[src/rtl/stk_cmd_arb.sv]
// stk_cmd_arb: round-robin arbiter sharing one stack engine port, routing in-order responses back to requesters.
module stk_cmd_arb #(
  parameter int CMD_N         = 4,
  parameter int DAT_W         = 128,
  parameter int OUTSTANDING_N = 4,
  parameter int ID_W          = $clog2(CMD_N)
) (
  input  logic                        clk,
  input  logic                        arst_n,
  input  logic [CMD_N-1:0][1:0]       i_cmd_opcode,
  input  logic [CMD_N-1:0][DAT_W-1:0] i_cmd_dat,
  output logic [CMD_N-1:0]            o_cmd_ack,
  output logic                        o_stk_vld,
  output logic [1:0]                  o_stk_opcode,
  output logic [DAT_W-1:0]            o_stk_dat,
  input  logic                        i_stk_rdy,
  input  logic                        i_stk_rsp_vld,
  input  logic [DAT_W-1:0]            i_stk_rsp_dat,
  output logic [CMD_N-1:0]            o_rsp_vld,
  output logic [DAT_W-1:0]            o_rsp_dat,
  output logic                        o_busy,
  output logic                        o_err
);
  localparam int PW = $clog2(OUTSTANDING_N);
  localparam int CW = PW + 1;

  logic [ID_W-1:0]  rr_q, rr_d, gnt, idx;
  logic [CW-1:0]    cnt_q, cnt_d;
  logic [PW-1:0]    wr_q, wr_d, rd_q, rd_d;
  logic [CMD_N-1:0] req, rsp_vld_q, rsp_vld_d;
  logic [DAT_W-1:0] rsp_dat_q, rsp_dat_d;
  logic             err_q, err_d, xfer, pop;
  logic [OUTSTANDING_N-1:0][ID_W-1:0] fifo_q;

  always_comb begin
    for (int i = 0; i < CMD_N; i++) req[i] = i_cmd_opcode[i] == 2'd1 || i_cmd_opcode[i] == 2'd2;
  end

  // Scan downward so the nearest active requester at/after the pointer wins.
  always_comb begin
    gnt = '0;
    idx = '0;
    for (int k = CMD_N - 1; k >= 0; k--) begin
      idx = ID_W'((int'(rr_q) + k) % CMD_N);
      if (req[idx]) gnt = idx;
    end
  end

  // Issue credit uses the registered count only; a same-cycle retire does not free a slot.
  assign o_stk_vld    = arst_n && cnt_q < CW'(OUTSTANDING_N) && |req;
  assign o_stk_opcode = i_cmd_opcode[gnt];
  assign o_stk_dat    = i_cmd_dat[gnt];
  assign xfer         = o_stk_vld & i_stk_rdy;
  assign o_cmd_ack    = xfer ? CMD_N'(1) << gnt : '0;
  assign pop          = i_stk_rsp_vld && cnt_q != '0;

  always_comb begin
    rr_d      = xfer ? (gnt == ID_W'(CMD_N - 1) ? '0 : gnt + 1'b1) : rr_q;
    cnt_d     = cnt_q + CW'(xfer) - CW'(pop);
    wr_d      = wr_q + PW'(xfer);
    rd_d      = rd_q + PW'(pop);
    rsp_vld_d = pop ? CMD_N'(1) << fifo_q[rd_q] : '0;
    rsp_dat_d = pop ? i_stk_rsp_dat : rsp_dat_q;
    err_d     = err_q | (i_stk_rsp_vld && cnt_q == '0);
  end

  always_ff @(posedge clk or negedge arst_n) begin
    if (!arst_n) begin
      rr_q      <= '0;
      cnt_q     <= '0;
      wr_q      <= '0;
      rd_q      <= '0;
      rsp_vld_q <= '0;
      rsp_dat_q <= '0;
      err_q     <= 1'b0;
    end else begin
      rr_q      <= rr_d;
      cnt_q     <= cnt_d;
      wr_q      <= wr_d;
      rd_q      <= rd_d;
      rsp_vld_q <= rsp_vld_d;
      rsp_dat_q <= rsp_dat_d;
      err_q     <= err_d;
    end
  end

  always_ff @(posedge clk) begin
    if (xfer) fifo_q[wr_q] <= gnt;
  end

  assign o_rsp_vld = rsp_vld_q;
  assign o_rsp_dat = rsp_dat_q;
  assign o_busy    = cnt_q != '0;
  assign o_err     = err_q;
endmodule
[config.mk]
export PLATFORM = sky130hd
export DESIGN_NAME = stk_cmd_arb
export DESIGN_NICKNAME = d
export VERILOG_FILES = /design/src/rtl/stk_cmd_arb.sv
export SDC_FILE = /design/constraint.sdc
export NUM_CORES = 1
export LEC_CHECK = 0
export BUFFER_PORTS_ARGS = -buffer_cell sky130_fd_sc_hd__buf_2
export CAP_MARGIN = 20
export CORE_AREA = 2 2 358 360
export DETAILED_ROUTE_END_ITERATION = 8
export DIE_AREA = 0 0 360 362
export PLACE_DENSITY = 0.3
export SYNTH_ARGS = -nofsm -noshare
export SYNTH_HDL_FRONTEND = slang
export SYNTH_SLANG_ARGS = --single-unit
export TNS_END_PERCENT = 100
[constraint.sdc]
create_clock -name clk -period 3.85 [get_ports clk]
set_clock_uncertainty 0.1 [all_clocks]
set_input_delay 0.77 -clock clk [delete_from_list [all_inputs] [get_ports clk]]
set_output_delay 0.77 -clock clk [all_outputs]
set_load 0.02 [all_outputs]
==> flow_summary.toml <==
[sta]
hold_viol = 0
fin_crit_ns = 3.89
layout_setup_ws_ns = -0.0407
relSlewSlack_pct = 46.9
slew_viol_final = 0
worst_slew_pin_slew_ns = 0.796
fin_crit_sh_pct = 101
rsz0062_at_grt = "yes"
fmax_ghz = 0.257
setup_viol = 1

[cells_and_area]
mostFrequentLayoutCells = "buf_2 (914), nand2_1 (774), dfrtp_1 (142)"
num-fill-cells = 14900
multi_input_area_sq_mm = 0.00530
areaGrowthSynthToFinish_pct = 84.8
ff_latch_area_sq_mm = 0.00379
drive_gt1_share_pct = 47.1
fin_nets = 2963
fin_util_pct = 14.0
layout_commonest_cell = "buf_2"

[detailed_routing]
firstDrtPassIters = 5
vias_per_cell = 3.46
dr_total_vias = 13800
routed_wl_um = 85100
drt_iter0_drc = 917
drc = 0
wl_per_cell_um = 21.4
ant_nets = 0

[pwr]
p_total_mw = 14.3
p_leak_nw = 9.17
power.density_mw_per_mm2 = 805
ir_worst_vdd_mv = 0.355

[worst_setup_path]
arrival_ns = 3.02
cp_slowest_cell = "a32oi_2"
startpoint = "i_cmd_opcode[0]"
required_ns = 2.98
worstSetupPathType = "in2out"
cp-end-kind = "output port"
r2r_end = "cnt_q[2]"
regToRegStartpoint = "cnt_q[2]"
path_buf_inv = 6
startpoint_type = "input port"
crit_path_cell_trace = "buf_2, xor2_4, buf_4, a2bb2oi_1, o21a_4, buf_12, buf_16, nand2_1, a32oi_2, buf_4, buf_2"
r2r_slack_ns = 1.20
r2r_cells = 9
worst-path-max-fanout = 44
cp_top_family = "buffers and inverters"
slowest_delay_ns = 0.38

[yosys]
synth_top_family_by_area = "simple AND/OR/NAND/NOR gates"
synth_compound_area_share_pct = 19.5
muxShareOfSynthArea_pct = 0.796
yosysWarnings = 0
ys_seq_area_share_pct = 39.6
synth_xor_area_share_pct = 0.992
synth_cell_type_count = 36
ys_seq_elements = 150
synth_nets = 2018
synth_area_sq_mm = 0.00959
synth.avg_cell_area_sq_um = 7.06
synth.top_cell.area_share_pct = 37.1
synth_top_area_cell = "dfrtp_1"
synth_cells = 1357
synthSimpleGateAreaFrac_pct = 31.2
synth.area.top_cells = "dfrtp_1 (37%), nand2_1 (30%), a32oi_1 (12%)"
synthAdderAreaFrac_pct = 1.25

[clocking]
cts_tree = "yes"
ctsHtreeMaxLevel = 4
path_clk_slew_ns = 0.06
clockBufferDepth = 2
cts-root-buf = "clkbuf_16"
cts_made_buffers = 17
clock_latency_ns = 0.44
cts_sinks = 150

[global_routing]
grt-ovfl-total = 0
antenna_found_initial = 41
grt_start_max_net_pins = 131
grt_first_pass_wirelength_um = 114000
gr-usage-all-layers_pct = 12.4
grt_pass1_vias = 14300

[placement]
io_buffers = 920
gp_congestion = 0.930
dp_hpwl_um = 73500

[outcome]
status = "complete, but fails checks"
violations = "negative setup slack"

[run]
maxCapViolCount = 0

[die]
die_h_um = 362
die_w_um = 360
fp-row-count = 131
die-area_sq_mm = 0.130
initial_utilization_pct = 7.57
io_pins = 921
coreArea_sq_mm = 0.127

[hold_path]
worstHoldPathType = "in2async"
## worst max path at each step
stage / slack, ns / cells after the start / end
2_1_floorplan: 0.71 / 8 / o_stk_dat[113]
3_3_place_gp: -0.26 / 11 / o_stk_dat[14]
3_5_place_dp: -0.27 / 11 / o_stk_dat[14]
4_1_cts: 0.01 / 11 / o_stk_dat[124]
5_1_grt: -0.03 / 11 / o_stk_dat[102]
6_report: -0.04 / 11 / o_stk_dat[102]
## where the power goes
group	internal, mW	leakage (nW)	switching (mW)
Combinational	3.57	7.10	6.69
Clock	0.888	0.261	0.726
Sequential	2.11	1.81	0.277
## layout make-up
cell class / count / share of cell area [%]
timing repair buffer: 1039 / 33.5
sequential: 150 / 21.4
clock inverter: 11 / 0.586
clock buffer: 20 / 2.46
tap: 1662 / 11.7
antenna: 8 / 0.113
multi-input combinational: 1085 / 29.9
inverter: 9 / 0.247
## cell usage after synthesis
| library cell | instances |
|---|---|
| clkbuf_1 | 36 |
| or3_1 | 1 |
| nor3_1 | 3 |
| o21ba_1 | 1 |
| a21oi_1 | 130 |
| ha_1 | 8 |
| a32oi_1 | 128 |
| and3_1 | 5 |
| nand2_1 | 775 |
| buf_4 | 7 |
| dfrtp_1 | 142 |
| o31ai_1 | 1 |
| a41oi_1 | 1 |
| nor2_1 | 5 |
| xnor2_1 | 5 |
| xor2_1 | 4 |
| a2bb2oi_1 | 2 |
| a211oi_1 | 1 |
| o21a_1 | 1 |
| buf_2 | 56 |
| fa_1 | 1 |
| mux2i_1 | 2 |
| o21bai_1 | 1 |
| mux2_2 | 1 |
| o2bb2ai_1 | 1 |
| inv_4 | 1 |
| xnor2_2 | 1 |
| inv_1 | 8 |
| o21ai_0 | 1 |
| buf_6 | 11 |
| nand2b_1 | 2 |
| o21ai_2 | 1 |
| edfxtp_1 | 8 |
| a22oi_1 | 1 |
| buf_1 | 3 |
| mux4_2 | 2 |
## repair_timing
item / in CTS / in global routing
cloned: 0 / 1
endpoints found under the setup margin: 52 / 15
resized for setup: 9 / 11
buffers inserted: 0 / 1
hold buffers: 0 / 0
pin swaps: 0 / 1
## state kept, by name, indices dropped and copies added, names as in the netlist
name,cells
o_rsp_dat,128
o_err,1
wr_q,2
rr_q,2
rd_q,2
cnt_q,3
fifo_q,8
o_rsp_vld,4
## cell families after synthesis
family,count (synthesis)
mux,5
xor+xnor,10
flops,150
compound gates,270
buf+inv,122
fa+ha+maj,9
simple gates,791
## per-stage QoR
step / area [sq um] / worst slack (ns) / hold slack (ns) / TNS (ns) / cells
2_1_floorplan: 9590 / 0.714 / 0.372 / 0 / 1357
3_3_place_gp: 17000 / -0.259 / 0.356 / -3.91 / 3943
3_5_place_dp: 17000 / -0.267 / 0.356 / -3.27 / 3943
4_1_cts: 17600 / 0.0146 / 0.337 / 0 / 3974
5_1_grt: 17700 / -0.0285 / 0.348 / -0.0328 / 3983
6_report: 17700 / -0.0407 / 0.337 / -0.0407 / 3984
## routing by layer
metal  wire (um)  part of all wire, %  GRT usage (%)  vias to the layer above
met1       34400                   40           14.6                     6427
met4        3110                  3.7           4.96                       40
met2       39000                   46           20.1                      744
li1            -                    -              -                     6456
met5         255                 0.30              0                        -
met3        8370                  9.8           4.81                      125
Power figures use the tool's default switching activity.
